[src/rtl/ddram_arb_if.sv]
// ddram_arb_if: signal bundle between two core-side clients, the arbiter and
// the shared 64-bit DDR3 Avalon-MM port (ram1).
//   c0_* / c1_*  : client command, write data, busy (waitrequest) and read return
//   ram_*        : Avalon-MM master side toward the DDR controller
// Modports:
//   slave  - the arbiter: consumes client requests and ram responses, drives
//            busy/read return and the ram command
//   master - the environment: drives client requests and ram responses
interface ddram_arb_if #(
  parameter int AW = 29,
  parameter int BW = 8
);
  logic [AW-1:0] c0_addr,     c1_addr;
  logic [BW-1:0] c0_burstcnt, c1_burstcnt;
  logic          c0_rd,       c1_rd;
  logic          c0_we,       c1_we;
  logic [63:0]   c0_din,      c1_din;
  logic [7:0]    c0_be,       c1_be;
  logic          c0_busy,     c1_busy;
  logic [63:0]   c0_dout,     c1_dout;
  logic          c0_dout_ready, c1_dout_ready;

  logic [AW-1:0] ram_address;
  logic [BW-1:0] ram_burstcount;
  logic          ram_read;
  logic          ram_write;
  logic [63:0]   ram_writedata;
  logic [7:0]    ram_byteenable;
  logic          ram_waitrequest;
  logic [63:0]   ram_readdata;
  logic          ram_readdatavalid;

  modport slave (
    input  c0_addr, c1_addr, c0_burstcnt, c1_burstcnt, c0_rd, c1_rd,
           c0_we, c1_we, c0_din, c1_din, c0_be, c1_be,
           ram_waitrequest, ram_readdata, ram_readdatavalid,
    output c0_busy, c1_busy, c0_dout, c1_dout, c0_dout_ready, c1_dout_ready,
           ram_address, ram_burstcount, ram_read, ram_write, ram_writedata,
           ram_byteenable
  );

  modport master (
    output c0_addr, c1_addr, c0_burstcnt, c1_burstcnt, c0_rd, c1_rd,
           c0_we, c1_we, c0_din, c1_din, c0_be, c1_be,
           ram_waitrequest, ram_readdata, ram_readdatavalid,
    input  c0_busy, c1_busy, c0_dout, c1_dout, c0_dout_ready, c1_dout_ready,
           ram_address, ram_burstcount, ram_read, ram_write, ram_writedata,
           ram_byteenable
  );
endinterface

[src/rtl/ddram_arb.sv]
// ddram_arb: two-client arbiter for the single 64-bit DDR3 Avalon-MM port.
// Grants whole write or read bursts atomically, returns read data only to the
// owning client, and alternates ownership when both clients request.
// Ports:
//   clk     - DDRAM clock
//   reset_n - synchronous, active-low reset
//   bus     - ddram_arb_if.slave (client c0/c1 signals and ram_* port)
// Build option:
//   DDRAM_ARB_PRIO_EN - when defined, client 0 always wins ties (fixed
//                       priority); otherwise ties go round-robin.
module ddram_arb #(
  parameter int AW = 29,
  parameter int BW = 8
) (
  input  logic        clk,
  input  logic        reset_n,
  ddram_arb_if.slave  bus
);

  typedef enum logic [1:0] {IDLE, WR, RD_CMD, RD_DATA} state_t;

  state_t        state_q, state_d;
  logic          owner_q, owner_d;
  logic [BW-1:0] len_q,   len_d;
  logic [BW:0]   cnt_q,   cnt_d;    // one extra bit so a max-length burst never wraps
`ifndef DDRAM_ARB_PRIO_EN
  logic          last_q,  last_d;
`endif

  // Owner-selected client fields
  logic          o_rd, o_we;
  logic [AW-1:0] o_addr;
  logic [BW-1:0] o_bc;
  logic [63:0]   o_din;
  logic [7:0]    o_be;

  logic          req0, req1, gnt, g_we;
  logic [BW-1:0] g_bc;
  logic          own_busy, own_rdy, last_beat;
  logic [BW:0]   cnt_inc;

  always_comb begin
    o_rd   = owner_q ? bus.c1_rd       : bus.c0_rd;
    o_we   = owner_q ? bus.c1_we       : bus.c0_we;
    o_addr = owner_q ? bus.c1_addr     : bus.c0_addr;
    o_bc   = owner_q ? bus.c1_burstcnt : bus.c0_burstcnt;
    o_din  = owner_q ? bus.c1_din      : bus.c0_din;
    o_be   = owner_q ? bus.c1_be       : bus.c0_be;
  end

  assign req0      = bus.c0_rd | bus.c0_we;
  assign req1      = bus.c1_rd | bus.c1_we;
  assign cnt_inc   = cnt_q + (BW+1)'(1);
  assign last_beat = (cnt_inc == {1'b0, len_q});

  // Tie-break: fixed priority favours c0; round-robin favours the client
  // that did not own the previous burst.
`ifdef DDRAM_ARB_PRIO_EN
  assign gnt = ~req0;
`else
  assign gnt = (req0 & req1) ? ~last_q : req1;
`endif
  assign g_we = gnt ? bus.c1_we       : bus.c0_we;
  assign g_bc = gnt ? bus.c1_burstcnt : bus.c0_burstcnt;

  always_comb begin
    state_d       = state_q;
    owner_d       = owner_q;
    len_d         = len_q;
    cnt_d         = cnt_q;
`ifndef DDRAM_ARB_PRIO_EN
    last_d        = last_q;
`endif
    own_busy      = 1'b1;
    own_rdy       = 1'b0;
    bus.ram_read  = 1'b0;
    bus.ram_write = 1'b0;
    case (state_q)
      IDLE: begin
        if (req0 | req1) begin
          owner_d = gnt;
`ifndef DDRAM_ARB_PRIO_EN
          last_d  = gnt;
`endif
          len_d   = (g_bc == '0) ? BW'(1) : g_bc;
          cnt_d   = '0;
          state_d = g_we ? WR : RD_CMD;   // write wins if both rd and we
        end
      end
      WR: begin
        bus.ram_write = o_we;
        own_busy      = bus.ram_waitrequest;
        if (o_we && !bus.ram_waitrequest) begin
          cnt_d = cnt_inc;
          if (last_beat) state_d = IDLE;
        end
      end
      RD_CMD: begin
        bus.ram_read = o_rd;
        own_busy     = bus.ram_waitrequest;
        // Dropping rd before acceptance abandons the burst.
        if (!o_rd) state_d = IDLE;
        else if (!bus.ram_waitrequest) state_d = RD_DATA;
      end
      RD_DATA: begin
        if (bus.ram_readdatavalid) begin
          own_rdy = 1'b1;
          cnt_d   = cnt_inc;
          if (last_beat) state_d = IDLE;
        end
      end
      default: state_d = IDLE;
    endcase
  end

  assign bus.ram_address    = o_addr;
  assign bus.ram_burstcount = o_bc;
  assign bus.ram_writedata  = o_din;
  assign bus.ram_byteenable = o_be;

  assign bus.c0_busy       = owner_q ? 1'b1 : own_busy;
  assign bus.c1_busy       = owner_q ? own_busy : 1'b1;
  assign bus.c0_dout_ready = ~owner_q & own_rdy;
  assign bus.c1_dout_ready =  owner_q & own_rdy;
  assign bus.c0_dout       = bus.ram_readdata;
  assign bus.c1_dout       = bus.ram_readdata;

  always_ff @(posedge clk) begin
    if (!reset_n) begin
      state_q <= IDLE;
      owner_q <= 1'b0;
      len_q   <= BW'(1);
      cnt_q   <= '0;
`ifndef DDRAM_ARB_PRIO_EN
      last_q  <= 1'b1;
`endif
    end else begin
      state_q <= state_d;
      owner_q <= owner_d;
      len_q   <= len_d;
      cnt_q   <= cnt_d;
`ifndef DDRAM_ARB_PRIO_EN
      last_q  <= last_d;
`endif
    end
  end

endmodule

[src/flat_wrapper.sv]
// flat-port wrapper written by rule: the top's interface ports become plain ports
module ddram_arb_flat 
#(
  parameter int AW = 29,
  parameter int BW = 8
)
  (clk, reset_n, bus_c0_addr, bus_c1_addr, bus_c0_burstcnt, bus_c1_burstcnt, bus_c0_rd, bus_c1_rd, bus_c0_we, bus_c1_we, bus_c0_din, bus_c1_din, bus_c0_be, bus_c1_be, bus_ram_waitrequest, bus_ram_readdata, bus_ram_readdatavalid, bus_c0_busy, bus_c1_busy, bus_c0_dout, bus_c1_dout, bus_c0_dout_ready, bus_c1_dout_ready, bus_ram_address, bus_ram_burstcount, bus_ram_read, bus_ram_write, bus_ram_writedata, bus_ram_byteenable);
  ddram_arb_if #(.AW(AW), .BW(BW)) bus_i ();
  input  logic clk;
  input  logic reset_n;
  input wire logic [$bits(bus_i.c0_addr)-1:0] bus_c0_addr;
  input wire logic [$bits(bus_i.c1_addr)-1:0] bus_c1_addr;
  input wire logic [$bits(bus_i.c0_burstcnt)-1:0] bus_c0_burstcnt;
  input wire logic [$bits(bus_i.c1_burstcnt)-1:0] bus_c1_burstcnt;
  input wire logic [$bits(bus_i.c0_rd)-1:0] bus_c0_rd;
  input wire logic [$bits(bus_i.c1_rd)-1:0] bus_c1_rd;
  input wire logic [$bits(bus_i.c0_we)-1:0] bus_c0_we;
  input wire logic [$bits(bus_i.c1_we)-1:0] bus_c1_we;
  input wire logic [$bits(bus_i.c0_din)-1:0] bus_c0_din;
  input wire logic [$bits(bus_i.c1_din)-1:0] bus_c1_din;
  input wire logic [$bits(bus_i.c0_be)-1:0] bus_c0_be;
  input wire logic [$bits(bus_i.c1_be)-1:0] bus_c1_be;
  input wire logic [$bits(bus_i.ram_waitrequest)-1:0] bus_ram_waitrequest;
  input wire logic [$bits(bus_i.ram_readdata)-1:0] bus_ram_readdata;
  input wire logic [$bits(bus_i.ram_readdatavalid)-1:0] bus_ram_readdatavalid;
  output wire logic [$bits(bus_i.c0_busy)-1:0] bus_c0_busy;
  output wire logic [$bits(bus_i.c1_busy)-1:0] bus_c1_busy;
  output wire logic [$bits(bus_i.c0_dout)-1:0] bus_c0_dout;
  output wire logic [$bits(bus_i.c1_dout)-1:0] bus_c1_dout;
  output wire logic [$bits(bus_i.c0_dout_ready)-1:0] bus_c0_dout_ready;
  output wire logic [$bits(bus_i.c1_dout_ready)-1:0] bus_c1_dout_ready;
  output wire logic [$bits(bus_i.ram_address)-1:0] bus_ram_address;
  output wire logic [$bits(bus_i.ram_burstcount)-1:0] bus_ram_burstcount;
  output wire logic [$bits(bus_i.ram_read)-1:0] bus_ram_read;
  output wire logic [$bits(bus_i.ram_write)-1:0] bus_ram_write;
  output wire logic [$bits(bus_i.ram_writedata)-1:0] bus_ram_writedata;
  output wire logic [$bits(bus_i.ram_byteenable)-1:0] bus_ram_byteenable;
  assign bus_i.c0_addr = bus_c0_addr;
  assign bus_i.c1_addr = bus_c1_addr;
  assign bus_i.c0_burstcnt = bus_c0_burstcnt;
  assign bus_i.c1_burstcnt = bus_c1_burstcnt;
  assign bus_i.c0_rd = bus_c0_rd;
  assign bus_i.c1_rd = bus_c1_rd;
  assign bus_i.c0_we = bus_c0_we;
  assign bus_i.c1_we = bus_c1_we;
  assign bus_i.c0_din = bus_c0_din;
  assign bus_i.c1_din = bus_c1_din;
  assign bus_i.c0_be = bus_c0_be;
  assign bus_i.c1_be = bus_c1_be;
  assign bus_i.ram_waitrequest = bus_ram_waitrequest;
  assign bus_i.ram_readdata = bus_ram_readdata;
  assign bus_i.ram_readdatavalid = bus_ram_readdatavalid;
  assign bus_c0_busy = bus_i.c0_busy;
  assign bus_c1_busy = bus_i.c1_busy;
  assign bus_c0_dout = bus_i.c0_dout;
  assign bus_c1_dout = bus_i.c1_dout;
  assign bus_c0_dout_ready = bus_i.c0_dout_ready;
  assign bus_c1_dout_ready = bus_i.c1_dout_ready;
  assign bus_ram_address = bus_i.ram_address;
  assign bus_ram_burstcount = bus_i.ram_burstcount;
  assign bus_ram_read = bus_i.ram_read;
  assign bus_ram_write = bus_i.ram_write;
  assign bus_ram_writedata = bus_i.ram_writedata;
  assign bus_ram_byteenable = bus_i.ram_byteenable;
  ddram_arb #(.AW(AW), .BW(BW)) u_core (.clk(clk), .reset_n(reset_n), .bus(bus_i));
endmodule
[config.mk]
export PLATFORM = sky130hd
export DESIGN_NAME = ddram_arb_flat
export DESIGN_NICKNAME = d
export VERILOG_FILES = /design/src/rtl/ddram_arb_if.sv /design/src/rtl/ddram_arb.sv /design/src/flat_wrapper.sv
export SDC_FILE = /design/constraint.sdc
export NUM_CORES = 1
export LEC_CHECK = 0
export ABC_AREA = 1
export CAP_MARGIN = 0
export CORE_AREA = 2 2 207 209
export CTS_BUF_LIST = sky130_fd_sc_hd__clkbuf_8
export DETAILED_ROUTE_END_ITERATION = 6
export DIE_AREA = 0 0 209 211
export GPL_ROUTABILITY_DRIVEN = 0
export GPL_TIMING_DRIVEN = 0
export SYNTH_ARGS = -nofsm -noshare
export SYNTH_HDL_FRONTEND = slang
export SYNTH_SLANG_ARGS = --single-unit
[constraint.sdc]
create_clock -name clk -period 2.51 [get_ports clk]
set_clock_uncertainty 0.2 [all_clocks]
set_input_delay 0.251 -clock clk [delete_from_list [all_inputs] [get_ports clk]]
set_output_delay 0.251 -clock clk [all_outputs]
set_load 0.01 [all_outputs]
# [Yosys cells after proc, flatten, opt, wreduce, memory -nomap -nowiden]
# Index checks and enable logic that the tools add are counted.
[word_totals] wordCells=60 out_inout_bits=243 regBits=21 input_bits=290
[op_classes] n_reduce_logical=9 n_bitwise=8 n_mux=29 eq_ne=8 n_addsub=1
[op_table] op="2-to-1 mux 64 bit" count=1
[op_table] op="2-to-1 mux 8 bit" count=4
[op_table] op="2-to-1 mux 29 bit" count=1
[op_table] op="2-to-1 mux 9 bit" count=3
[op_table] op="one-hot mux 9 bit (3 select lines)" count=1
[op_table] op="2-to-1 mux 2 bit" count=7
[op_table] op="2-to-1 mux 1 bit" count=11
[op_table] op="adder 9 x 1 -> 9 bit, second input constant" count=1
[op_table] op="== test 9 x 8 -> 1 bit" count=1
[op_table] op="logical NOT 8 bit" count=1
[op_table] op="one-hot mux 2 bit (4 select lines)" count=1
[op_table] op="AND reduction 4 bit" count=2
[op_table] op="== test 2 bit, second input constant" count=2
[op_table] op="!= test 2 x 1 -> 1 bit, second input constant" count=2
[op_table] op="bitwise AND 1 bit" count=3
[op_table] op="!= test 3 bit, second input constant" count=1
[op_table] op="bitwise OR 1 bit" count=3
[op_table] op="nonzero test 3 bit" count=1
[op_table] op="== test 2 x 1 -> 1 bit, second input constant" count=1
[op_table] op="logical NOT 2 bit" count=1
[op_table] op="!= test 2 bit, second input constant" count=1
[op_table] op="NOT 1 bit" count=2
[op_table] op="AND reduction 2 bit" count=1
[op_table] op="OR reduction 2 bit" count=1
[op_table] op="other kinds (2)" count=2

# [Logic depth before layout (Yosys ltp)]
[logic_depth] word_depth=7 ltp_mapped=14 ltp_nobuf=14

# [Worst setup path after synthesis]
# No wires, ideal clock.
[synth_path] path_type="reg-to-reg" startpoint="register u_core.cnt_q[0]" endpoint="register u_core.state_q[0]" required_time_ps=2195 arrival_time_ps=1470 n_path_buf=0 period_less_slack_ps=1785 path_stages_with_launch=14 setup_ps=115 path_slack_ps=725 path_cell_list="dfxtp_1 ha_1 nand2_2 nor2_4 xor2_2 inv_2 nand2_1 nand2_1 nor2_1 nand2_1 nand2_2 nand3_1 nand2_1 nor2_1"
[synth_via] elab_chain_len=5 elab_cells_between_ends=6 cone_classes="add/sub: 1; eq/ne: 1; mux: 4"
[synth_rtl] element="start, declared" line_no="ddram_arb.sv:25" text="logic [BW:0] cnt_q, cnt_d;"
[synth_rtl] element="start signal, assigned" line_no="ddram_arb.sv:141" text="cnt_q <= cnt_d;"
[synth_rtl] element="adder 9 x 1 -> 9 bit (*)" line_no="ddram_arb.sv:53" text="assign cnt_inc = cnt_q + (BW+1)'(1);"
[synth_rtl] element="== test 9 x 8 -> 1 bit (*)" line_no="ddram_arb.sv:54" text="assign last_beat = (cnt_inc == {1'b0, len_q});"
[synth_rtl] element="2-to-1 mux 2 bit (*)"
[synth_rtl] element="2-to-1 mux 2 bit (on tied branches)"
[synth_rtl] element="one-hot mux 2 bit (4 select lines) (*)"
[synth_rtl] element="end signal, assigned" line_no="ddram_arb.sv:138" text="state_q <= state_d;"
[synth_rtl] element="end, declared" line_no="ddram_arb.sv:22" text="state_t state_q, state_d;"
# Every way passes the cells marked *; elsewhere a longest branch is shown, timed or not. The select of a mux whose other input is x is not followed.
# A chain may end at the register's enable or synchronous reset.

# [Worst setup path in the final report]
[layout_path] startpoint="register u_core.owner_q" endpoint="output port bus_ram_writedata[11]"
[layout_via] elab_chain_len=1
[layout_rtl] element="start, declared" line_no="ddram_arb.sv:23" text="logic owner_q, owner_d;"
[layout_rtl] element="start signal, assigned" line_no="ddram_arb.sv:139" text="owner_q <= owner_d;"
[layout_rtl] element="2-to-1 mux 64 bit" line_no="ddram_arb.sv:47" text="o_din = owner_q ? bus.c1_din : bus.c0_din;"
[layout_rtl] element="end, declared" line_no="flat_wrapper.sv:36" text="output wire logic [$bits(bus_i.ram_writedata)-1:0] bus_ram_writedata;"
# Every way passes these cells.

==> metrics.md <==
| Metric | Value |
|---|---|
| Status | completed |
| Endpoints failing setup | 0 |
| Mux contribution to synthesized area | 0% |
| CP Buf/Inv Count | 3 |
| Clock Path Buffers | 2 |
| R2R setup slack | 340 ps |
| Htree depth | 1 |
| Hpwl dp | between 20 and 25 mm |
| Final min period | 2480 ps |
| Row count | 75 |
| Die width | 209 µm |
| WL/cell | 14.1 µm |
| Residual DRC | 0 |
| CTS Sinks | 21 |
| RR Endpoint | u_core.len_q[3]$_SDFFE_PN0P_ |
| Mapped Nets | 1024 |
| Placed Instances | between 1.5k and 2k |
| Root Buffer | clkbuf_8 |
| Iter 0 DRT Violations | 166 |
| Synth Area per Inst | 5.21 µm² |
| Full die area | 44100 µm² |
| Seq/Total Area, Yosys | 11.1% |
| Worst-skew pair later-pin latency | 260 ps |
| FF+latch count, synth | 21 |
| Mapped Area | 3790 µm² |
| Area delta synth->final | 146% |
| Vias per cell | 3.33 |
| Leak pwr | 0.00445 µW |
| Worst setup EP type | output port |
| Pwr Density | approximately 460 nW/µm² |
| Largest family of logic cells by synthesized area | simple AND/OR/NAND/NOR gates |
| F_max | 0.404 GHz |
| WHS Path Cells | 2 |
| Synth Area in Compound Gates | around 7.4% |
| Tightest Pin Transition | 545 ps |
| Worst Min Path Start | reset_n |
| Non-Filler Instances | ~1.7k |
| Synth unique cells | 27 |
| Synth Area in Adders | 1.98% |
| Worst min path class | input pin to register |
| WP data required | between 2000 and 2500 ps |
| Post-Synthesis Cells | 728 |
| WS Path Type | register to output port |
| Post-synthesis xor/xnor area fraction | 0.429% |
| CP delay by family, top | buffers and inverters |
| Cell mode on critical path | nand2_1 |
| Final nets | 1496 |
| Chip Height | 211 µm |
| Total track usage | 10.2% |
| Drt pass-1 iters | 4 |
| Worst ir drop on vdd | 172 µV |
| CP Max Fanout | 10 |
| RSZ-0062 raised after global routing | true |
| Initial core utilization | 9.08% |
| Worst-path cell chain | buf_6 > buf_1 > nand2_1 > nand2_1 > clkdlybuf4s50_1 |
| Postcts setup bufs | 0 |
| Worst setup SP type | register |
| Max_cap viols | 0 |
| First-pass GRT wire length | 34.4 mm |
| Tcrit/Tclk final | 98.7% |
| Data arrival, critical path | 2030 ps |
| Ys Warns | 0 |
| CORE AREA | ~42000 µm² |
| Fill cells | 4698 |
| Final hold vios | 0 |
| FF-to-FF Start | u_core.state_q[0]$_SDFFE_PN0P_ |
| Critical path's largest stage delay | 540 ps |
| Largest net degree at the start of global routing | 13 |
| Antenna violations before repair | 1 |
| DRT Wirelength | 24.5 mm |
| Slowest-stage cell, CP | clkdlybuf4s50_1 |
| Max transition margin | between 60% and 70% |
| Hold Worst Slack | 189 ps |
| Port bufs | 467 |
| CTS Buf Count | 3 |
| Antenna diodes | 0 |
| R2R depth | 8 |
| Vias in the first global route | approximately 5.8k |
| Vias | 5790 |
| Hold-fix buffers, CTS | 0 |
| Endpoint, Worst Hold | u_core.len_q[0]$_SDFFE_PN1P_ |
| Detail Route Antenna Nets | 0 |
| CTS tree | done |
| I/O Pins | 533 |
| Simple-gate share of the synthesized area | 45.9% |
| Ratio of cells with drive above 1 in the final layout | 14.0% |
| Pins over their slew limit | 0 |
| Clk pin slew, worst setup/hold paths | 80 ps |
| Gr ovfl total | 0 |
cells by family after synthesis:
logic type / count (synthesis)
AOI/OAI and AO/OA: 52
adders and majority gates: 6
and+or+nand+nor: 442
xor gates and xnor gates: 1
DFF: 21
buffers and inverters: 206
registers in the layout, summed over array words and instances, names as in the netlist:
name            flops
u_core.owner_q      1
u_core.state_q      2
u_core.cnt_q        9
u_core.last_q       1
u_core.len_q        8
worst max-delay path by stage:
| stage | from | endpoint | slack [ps] | depth (start not counted) |
|---|---|---|---|---|
| finish | u_core.owner_q$_SDFFE_PN0P_ | bus_ram_writedata[11] | 30 | 5 |
| global route | u_core.owner_q$_SDFFE_PN0P_ | bus_ram_address[26] | -30 | 5 |
| CTS | u_core.owner_q$_SDFFE_PN0P_ | bus_ram_writedata[26] | 1 | 7 |
| detailed placement | u_core.owner_q$_SDFFE_PN0P_ | bus_ram_writedata[23] | -1010 | 6 |
| global placement | u_core.owner_q$_SDFFE_PN0P_ | bus_ram_writedata[23] | -1010 | 6 |
| floorplan | u_core.cnt_q[0]$_SDFFE_PN0P_ | u_core.state_q[0]$_SDFFE_PN0P_ | 720 | 13 |
power breakdown:
group	switching, µW	internal [µW]	total, µW
Sequential	65.2	416	481
Clock	116	111	227
Combinational	1830	1770	3600
synthesized netlist by cell type:
master | number | area [µm²]
nand3_2 | 1 | 10.0
o21bai_1 | 2 | 15.0
clkbuf_1 | 22 | 82.6
nand2_2 | 4 | 25.0
buf_1 | 2 | 7.51
o21ai_1 | 2 | 10.0
clkinv_1 | 1 | 3.75
nand3_1 | 24 | 120
buf_2 | 3 | 15.0
o21ai_0 | 25 | 125
inv_1 | 48 | 180
nor2_2 | 1 | 6.26
a211oi_1 | 1 | 7.51
xor2_2 | 1 | 16.3
nor2_4 | 3 | 33.8
a21oi_1 | 18 | 90.1
o211ai_1 | 3 | 22.5
nand2_1 | 386 | 1450
dfxtp_1 | 21 | 420
a21oi_2 | 1 | 8.76
nor2_1 | 19 | 71.3
ha_1 | 6 | 75.1
nor3_1 | 2 | 10.0
inv_2 | 1 | 3.75
or2_2 | 1 | 6.26
nand3b_1 | 1 | 7.51
buf_4 | 129 | 968
cells in the final DEF, fill, tap and decap left out, types with 4 or more instances in the layout:
cell type        instances
nand2_1                386
buf_4                  132
clkbuf_8                 5
nand3_1                 24
nor2_1                  19
clkdlybuf4s50_1        428
a21oi_1                 18
dfxtp_1                 21
nand2_2                  4
o21ai_0                 25
dlygate4sd2_1           21
buf_6                    4
dlymetal6s2s_1          17
clkbuf_4                 6
ha_1                     6
inv_1                   48
area by class of cell:
type | count | area (µm²) | share of cell area [%]
buffer | 156 | 1210 | 13.0
clock buffer | 3 | 41.3 | 0.442
clock inverter | 1 | 5.00 | 0.0536
tap | 539 | 674 | 7.22
inverter | 50 | 188 | 2.01
sequential | 21 | 420 | 4.50
timing repair buffer | 467 | 4690 | 50.2
multi-input combinational | 501 | 2110 | 22.6
metal layers:
layer	share of wire, %	track usage [%]	wire (µm)
met4	0.35	0.788	85
met5	0	0	0
met2	58	21.5	14300
met1	37	11.1	9000
met3	4.6	1.17	1140
what timing repair did:
action	CTS	global route
gates resized for setup	62	41
pin swaps	0	0
endpoints found under the setup margin	112	58
cloned	0	0
metrics by stage:
step,area [µm²],TNS [ps],worst slack [ps],total power (µW),util (%)
global placement,9140,-72900,-1010,4100,21.9
CTS,9270,0,1.34,4400,22.2
global route,9340,-67.9,-29.7,4660,22.4
finish,9340,0,33.0,4300,22.4
detailed placement,9140,-67960,-1010,4120,21.9
floorplan,3790,0,725,2050,-
Note: power is estimated with default switching activity, not from simulation.
